### config.mk
export PLATFORM = sky130hd
export DESIGN_NAME = instr_fetch_stage
export DESIGN_NICKNAME = d
export VERILOG_FILES = /design/src/rtl/instr_fetch_stage.sv
export SDC_FILE = /design/constraint.sdc
export NUM_CORES = 1
export LEC_CHECK = 0
export CORE_ASPECT_RATIO = 2
export CORE_UTILIZATION = 35
export CTS_CLUSTER_DIAMETER = 120
export DETAILED_ROUTE_END_ITERATION = 10
export PLACE_DENSITY = 0.65
export SLEW_MARGIN = 20
export SYNTH_ARGS = -nofsm -noshare
export SYNTH_HDL_FRONTEND = slang
export SYNTH_SLANG_ARGS = --single-unit
### constraint.sdc
create_clock -name clockCPU -period 5.8 [get_ports clockCPU]
set_input_delay 1.45 -clock clockCPU [delete_from_list [all_inputs] [get_ports clockCPU]]
set_output_delay 1.45 -clock clockCPU [all_outputs]
set_load 0.05 [all_outputs]
### src/rtl/instr_fetch_stage.sv
// Instruction fetch stage: fetch PC, IF/ID pipeline register, misalignment
// flag and fetch counter. A BOOT cycle after reset inserts one bubble to
// cover the first read latency of a synchronous instruction memory.
module instr_fetch_stage #(
  parameter logic [31:0] RESET_PC  = 32'h0040_0000,
  parameter int unsigned IADDR_W   = 10,
  parameter logic [31:0] NOP_INSTR = 32'h0000_0013
) (
  input  logic               clockCPU,
  input  logic               reset,
  input  logic               stall_i,
  input  logic               flush_i,
  input  logic               redirect_i,
  input  logic [31:0]        redirect_pc_i,
  input  logic [31:0]        imem_rdata_i,
  output logic [IADDR_W-1:0] imem_addr_o,
  output logic [31:0]        pc_o,
  output logic [31:0]        if_id_pc_o,
  output logic [31:0]        if_id_pc4_o,
  output logic [31:0]        if_id_instr_o,
  output logic               if_id_valid_o,
  output logic               misalign_o,
  output logic [31:0]        fetch_count_o
);

  typedef enum logic {ST_BOOT, ST_RUN} state_t;

  typedef struct packed {
    logic [31:0] pc;
    logic [31:0] pc4;
    logic [31:0] instr;
    logic        valid;
  } if_id_t;

  localparam if_id_t BUBBLE = '{pc: 32'd0, pc4: 32'd0, instr: NOP_INSTR, valid: 1'b0};

  state_t      r_state;
  state_t      w_state_nxt;
  logic [31:0] r_pc;
  logic [31:0] w_pc_nxt;
  logic [31:0] w_pc_plus4;
  if_id_t      r_if_id;
  if_id_t      w_if_id_nxt;
  logic        r_misalign;
  logic        w_misalign_nxt;
  logic [31:0] r_fetch_count;
  logic [31:0] w_fetch_count_nxt;

  // Sequential PC + 4, wraps modulo 2^32
  assign w_pc_plus4 = r_pc + 32'd4;

  // State and datapath registers, asynchronously forced by reset
  always_ff @(posedge clockCPU or posedge reset) begin
    if (reset) begin
      r_state       <= ST_BOOT;
      r_pc          <= RESET_PC;
      r_if_id       <= BUBBLE;
      r_misalign    <= 1'b0;
      r_fetch_count <= 32'd0;
    end else begin
      r_state       <= w_state_nxt;
      r_pc          <= w_pc_nxt;
      r_if_id       <= w_if_id_nxt;
      r_misalign    <= w_misalign_nxt;
      r_fetch_count <= w_fetch_count_nxt;
    end
  end

  // Next-state logic: redirect beats stall beats normal advance
  always_comb begin
    w_state_nxt       = r_state;
    w_pc_nxt          = r_pc;
    w_if_id_nxt       = r_if_id;
    w_misalign_nxt    = r_misalign;
    w_fetch_count_nxt = r_fetch_count;
    case (r_state)
      ST_BOOT: begin
        w_state_nxt = ST_RUN;
        w_pc_nxt    = RESET_PC;
        w_if_id_nxt = BUBBLE;
      end
      ST_RUN: begin
        if (redirect_i) begin
          w_pc_nxt    = {redirect_pc_i[31:2], 2'b00};
          w_if_id_nxt = BUBBLE;
          if (redirect_pc_i[1:0] != 2'b00) begin
            w_misalign_nxt = 1'b1;
          end
        end else if (stall_i) begin
          // Flush still squashes the held entry; PC keeps holding
          if (flush_i) begin
            w_if_id_nxt = BUBBLE;
          end
        end else begin
          w_pc_nxt = w_pc_plus4;
          if (flush_i) begin
            w_if_id_nxt = BUBBLE;
          end else begin
            w_if_id_nxt       = '{pc: r_pc, pc4: w_pc_plus4, instr: imem_rdata_i, valid: 1'b1};
            w_fetch_count_nxt = r_fetch_count + 32'd1;
          end
        end
      end
    endcase
  end

  assign imem_addr_o   = r_pc[IADDR_W+1:2];
  assign pc_o          = r_pc;
  assign if_id_pc_o    = r_if_id.pc;
  assign if_id_pc4_o   = r_if_id.pc4;
  assign if_id_instr_o = r_if_id.instr;
  assign if_id_valid_o = r_if_id.valid;
  assign misalign_o    = r_misalign;
  assign fetch_count_o = r_fetch_count;

endmodule
==> results of run 1 <==
==> cells in the final DEF (no fill, tap or decap), types with 2 or more instances in the layout <==
| cell type | count |
|---|---|
| clkdlybuf4s50_1 | 238 |
| dfrtp_1 | 154 |
| xnor2_1 | 73 |
| nand2_1 | 69 |
| a22o_1 | 57 |
| o21ai_0 | 55 |
| nor2_1 | 22 |
| nand4_1 | 21 |
| a21oi_1 | 21 |
| nor3_1 | 20 |
| clkbuf_16 | 17 |
| nand3_1 | 15 |
| xor2_1 | 13 |
| buf_4 | 9 |
| and2_1 | 7 |
| and3_1 | 7 |
| or3_1 | 5 |
| and4_1 | 5 |
| nand2b_1 | 5 |
| inv_1 | 4 |
| nor4_1 | 4 |
| inv_6 | 4 |
| nor4_2 | 4 |
| o211a_1 | 4 |
| clkinv_4 | 4 |
| dfstp_2 | 4 |
| nor4b_4 | 3 |
| o22a_1 | 3 |
| conb_1 | 3 |
| clkinvlp_4 | 3 |
| diode_2 | 2 |
| nand4_2 | 2 |
| or4_4 | 2 |
| o21ai_1 | 2 |
| o21a_1 | 2 |
| nor4_4 | 2 |
| or2_2 | 2 |
| ha_1 | 2 |
| bufinv_16 | 2 |
==> critical path, cell delays in order <==
cell and delay, ps:
clkdlybuf4s50_1 390, buf_4 210, nor4b_4 310, buf_4 490, nand2_1 260, nor4b_4 540, nand4_1 190, xnor2_1 150
==> report_power, final <==
part | switching [mW] | leakage, nW | internal (mW) | total [mW]
Combinational | 0.257 | 1.80 | 0.153 | 0.410
Clock | 0.479 | 0.279 | 0.643 | 1.12
Sequential | 0.0658 | 2.15 | 1.14 | 1.20
==> layout make-up <==
type / count / share of cell area
Clock buffer: 18 / 0.0415
Tap cell: 266 / 0.0322
Clock inverter: 14 / 0.0155
Sequential cell: 158 / 0.383
Multi-Input combinational cell: 442 / 0.288
Antenna cell: 2 / 0.000484
Timing Repair Buffer: 247 / 0.237
Inverter: 6 / 0.00266
==> Yosys cell counts (2+ instances only) <==
cell and count:
nor2_1 22, and2_1 7, nor4_4 2, nand3_1 15, buf_4 20, buf_1 5, dfrtp_1 154, ha_1 2
xnor2_1 73, dfstp_2 4, o21ai_1 2, o211a_1 4, o22a_1 3, nand2b_1 5, a21oi_1 21, conb_1 2
nor4_1 4, nor4_2 4, xor2_1 13, nor4b_4 2, or2_2 2, a22o_1 57, and4_1 5, and3_1 8
or4_4 2, nor3_1 20, inv_1 5, buf_2 9, o21ai_0 55, nand2_1 69, o21a_1 2, clkbuf_1 34
buf_6 2, nand4_1 21, or3_1 5, nand4_2 2
==> path summary, 6_finish.rpt <==
path                                                 end  slack (ps)  cells past startpoint
setup / recovery           fetch_count_o[25]$_DFFE_PP0P_        2090                      8
min in group asynchronous  if_id_instr_o[19]$_DFFE_PP0P_        1560                      2
setup reg to reg           fetch_count_o[25]$_DFFE_PP0P_        2610                      6
hold / removal               if_id_pc4_o[23]$_DFFE_PP0P_         480                      2
max in group asynchronous     if_id_pc4_o[9]$_DFFE_PP0P_        3200                      3
hold reg to reg              if_id_pc4_o[23]$_DFFE_PP0P_         480                      2
==> metal layers <==
layer,share of wire,vias up,track usage,routed length (um)
met5,0,-,0,0
met4,0.035,0,0.0954,742
met3,0.043,31,0.0382,911
met2,0.53,182,0.366,11200
met1,0.39,2816,0.230,8090
li1,-,2745,-,-
==> registers in the layout (all words and copies together) (netlist names) <==
register,flops
if_id_instr_o,32
if_id_pc_o,31
if_id_valid_o,1
r_state,1
if_id_pc4_o,30
pc_o,30
misalign_o,1
fetch_count_o,32
==> kinds of logic after synthesis <==
kind of cell	count (synthesis)
multiplexers	1
XOR/XNOR	86
buffers and inverters	76
AND/OR/NAND/NOR	204
adder cells (fa/ha/maj)	2
other	2
AO/OA/AOI/OAI	146
flip-flops	158
==> per-stage QoR <==
step / worst slack, ps / hold WS (ps) / power (mW) / cell area, um^2 / instances
4_1_cts: 2110 / 477 / 2.76 / 10300 / 1151
2_1_floorplan: 93.4 / 622 / 1.47 / 7310 / 676
3_3_place_gp: 1730 / 454 / 1.63 / 9750 / 1119
5_1_grt: 1860 / 491 / 2.84 / 10300 / 1153
6_report: 2090 / 476 / 2.73 / 10300 / 1153
3_5_place_dp: 1670 / 456 / 1.63 / 9750 / 1119
==> results.cfg, run 1 <==
[outcome]
status = complete, no violations

[sta]
period_minus_slack_ps = 3710
finalHoldViolCount = 0
rsz0062_at_grt = false
skew_ps = 16.1
fin_tns_setup_ps = 0
tightest_slew_ps = 1070
fin_crit_sh = 0.639
setup_violations = 0
drv_slew = 0
max_freq_mhz = 270
relSlewSlack = 0.286

[cts]
clk_pin_slew_worst_paths_ps = 70
clock_latency_ps = 430
cts_tree = done
clock-sinks = 158
post_cts_hold_buffer_count = 0
root_buffer = clkbuf_16
cts_max_path_buffers = 2
htreeDepth = 4
cts_setup_buffers = 0
cts_buffers = 17
cts_resized = 0

[job]
timing.max_cap.violations = 0

[synth]
synth.area.top_cells = dfrtp_1 (53%), xnor2_1 (8.8%), a22o_1 (6.8%)
yosysSeqAreaShare = 0.542
ys_dominant_reg_cell = dfrtp_1
synth_edf_count = 0
synthAdderAreaFrac = 0.00343
synth_compound_area_frac = 0.135
synthMuxAreaShare = 0.00137
synth_xor_xnor_area_share = 0.103
synth_warnings = 0
async_flop_share = 1.00
ys_ff_latch = 158
synth_top_cell_area_share = 0.527
synth_top_family_by_area = simple AND/OR/NAND/NOR gates
yosysUniqueCellTypes = 49
synth-simple-area-share = 0.161
synth_area_um2 = 7310
synth.avg_cell_area_um2 = 10.8
synth_top_area_cell = dfrtp_1
synthesis.instances = 675

[route]
vias = 5774
avgViaCountPerCell = 5.01
drc = 0
ant_nets = 0
wl_per_cell_um = 18.2
routed_wl_um = 20900
drtIter0Drc = 341
first_pass_iters = 4

[setup_path]
startpoint = redirect_i
worst-setup-path-type = in2reg
cp.arrival_ps = 4020
startpoint_type = input pin
required_ps = 6110
rr_startpoint = r_state$_DFF_PP0_
worstPathMaxFanout = 49
end_kind = register

[die]
num_rows = 74
pin_count = 241
die_area_um2 = 21500
initial_utilization = 0.357
die_w_um = 104
fp.dieH_um = 206
core_area_um2 = 20500

[global_routing]
grt-ovfl-total = 0
grt_pass1_vias = 5907
grt_max_degree = 88
antenna_found_initial = 2
grt_pass1_wl_um = 33400
grt_usage = 0.203

[finish]
multi_input_area_um2 = 2980
fin_nets = 943
drive_gt1_frac = 0.0746
fillers = 1887
seq_area_um2 = 3960
final_util = 0.505
area_growth_pct = 41.5

[placement]
place_congestion = 0.785
place_hpwl_um = 15200
portBuffers = 238

[pwr]
p_leak_nw = 4.22
power_density_nw_per_um2 = 264
peakVddDrop_v = 0.000160

[worst_hold_path]
hold_start = if_id_pc4_o[23]$_DFFE_PP0P_
hp-class = reg2reg
No activity file was read; power rests on OpenSTA's default activity.
==> run 2, diff against run 1 <==
Clock period 5.8 ns to 3.2 ns, I/O delays scaled along.
==> results.cfg, run 2 (same netlist as run 1, synthesis figures left out) <==
[sta]
finalHoldViolCount = 0
relSlewSlack = 0.420
fin_crit_sh = 0.874
skew_ps = 16.0
fin_tns_setup_ps = 0
tightest_slew_ps = 862
setup_violations = 0
period_minus_slack_ps = 2800
max_freq_mhz = 357
fin_hold_ws_ps = 467
rsz0062_at_grt = false
drv_slew = 0

[setup_path]
crit_slowest_cell = clkdlybuf4s50_1
worstPathMaxFanout = 10
required_ps = 2400
crit_buf_inv = 1
cp_cell_sequence = clkdlybuf4s50_1
end_kind = primary output
cp.depth = 1
reg2reg_depth = 6
startpoint_type = register
startpoint = pc_o[9]$_DFFE_PP0P_
cpPeakStageDelay_ps = 900
r2r_end = if_id_pc4_o[28]$_DFFE_PP0P_
cp_top_family = buffers and inverters
ff2ff_setup_slack_ps = 860
cp.arrival_ps = 2000
rr_startpoint = pc_o[9]$_DFFE_PP0P_
setup.worst_path.end = imem_addr_o[7]
worst-setup-path-type = reg2out

[placement]
place_congestion = 0.839
placed_area_um2 = 9870
portBuffers = 238
place_hpwl_um = 15600
placed_cells = 1129

[global_routing]
grt_pass1_vias = 5897
grt-ovfl-total = 0
grt_usage = 0.201
grt_max_degree = 104
grt_pass1_wl_um = 33000
antenna_found_initial = 0

[die]
num_rows = 74
die_area_um2 = 21500
initial_utilization = 0.357
pin_count = 241
die_w_um = 104
core_area_um2 = 20500
fp.dieH_um = 206

[cts]
cts_max_path_buffers = 2
clock-sinks = 158
post_cts_hold_buffer_count = 0
cts_tree = done
htreeDepth = 4
clk_pin_slew_worst_paths_ps = 80
root_buffer = clkbuf_16
clock_latency_ps = 440
cts_setup_buffers = 0
cts_resized = 0
cts_buffers = 17

[route]
wl_per_cell_um = 18.3
vias = 5857
routed_wl_um = 21200
ant_nets = 0
avgViaCountPerCell = 5.04
first_pass_iters = 4
drtIter0Drc = 321
drc = 0

[finish]
drive_gt1_frac = 0.0860
instances_no_fill = 1161
mostFrequentLayoutCells = clkdlybuf4s50_1 (238), dfrtp_1 (154), xnor2_1 (73)
final_common_cell = clkdlybuf4s50_1
fillers = 1854
fin_area_um2 = 10500
antenna_cells = 0
fin_nets = 953
area_growth_pct = 43.4

[pwr]
p_leak_nw = 4.31
power_density_nw_per_um2 = 483
peakVddDrop_v = 0.000264

[worst_hold_path]
hp-class = reg2reg

[job]
timing.max_cap.violations = 0

[outcome]
status = complete, no violations
run 2: cell types whose count changed in the layout (fill, tap and decap cells not counted):
cell,previous run,this run
inv_8,1,3
clkbuf_1,1,0
clkinv_4,4,2
buf_12,0,4
buf_4,9,15
inv_6,4,6
clkinvlp_4,3,1
clkbuf_8,0,1
diode_2,2,0
run 2: where the power goes:
part | leakage (nW) | switching (mW) | total [mW] | internal [mW]
Clock | 0.302 | 0.923 | 2.13 | 1.20
Sequential | 2.15 | 0.104 | 2.16 | 2.06
Combinational | 1.86 | 0.481 | 0.768 | 0.287
run 2: final cells by class:
class / instances / area [um^2] / area share
Sequential cell: 158 / 3960 / 0.378
Multi-Input combinational cell: 442 / 2980 / 0.284
Timing Repair Buffer: 257 / 2570 / 0.246
Clock buffer: 18 / 439 / 0.0419
Tap cell: 266 / 333 / 0.0318
Clock inverter: 14 / 169 / 0.0161
Inverter: 6 / 26.3 / 0.00251
run 2: worst min path at each step:
stage	startpoint	to	slack, ps	cells past startpoint
floorplan	if_id_instr_o[0]$_DFFE_PP1P_	if_id_instr_o[0]$_DFFE_PP1P_	620	1
global placement	misalign_o$_DFFE_PP0P_	misalign_o$_DFFE_PP0P_	450	1
detailed placement	misalign_o$_DFFE_PP0P_	misalign_o$_DFFE_PP0P_	460	1
CTS	fetch_count_o[31]$_DFFE_PP0P_	fetch_count_o[31]$_DFFE_PP0P_	480	1
global route	misalign_o$_DFFE_PP0P_	misalign_o$_DFFE_PP0P_	480	1
finish	fetch_count_o[31]$_DFFE_PP0P_	fetch_count_o[31]$_DFFE_PP0P_	470	1
run 2: per-stage QoR:
step | util | setup slack [ps] | total power, mW
final | 0.512 | 402 | 5.06
after floorplan | - | 402 | 2.67
after detailed placement | 0.482 | 272 | 2.98
after global routing | 0.512 | 324 | 5.23
after CTS | 0.512 | 375 | 5.12
after global placement | 0.482 | 315 | 2.97
run 2: worst register-to-register path, delay by kind of cell (launching register included):
family | cells | cell delay [ps]
simple gates | 3 | 1100
xor+xnor | 1 | 180
buf+inv | 1 | 190
compound gates | 1 | 80
flops | 1 | 650
run 2: per-layer routing:
metal  global-route usage  up-vias  routed length [um]
li1                     -     2769                   -
met1                0.215     2861                8010
met2                0.369      182               11400
met3               0.0353       45                 836
met4                0.116        0                 952
met5                    0        -                   0
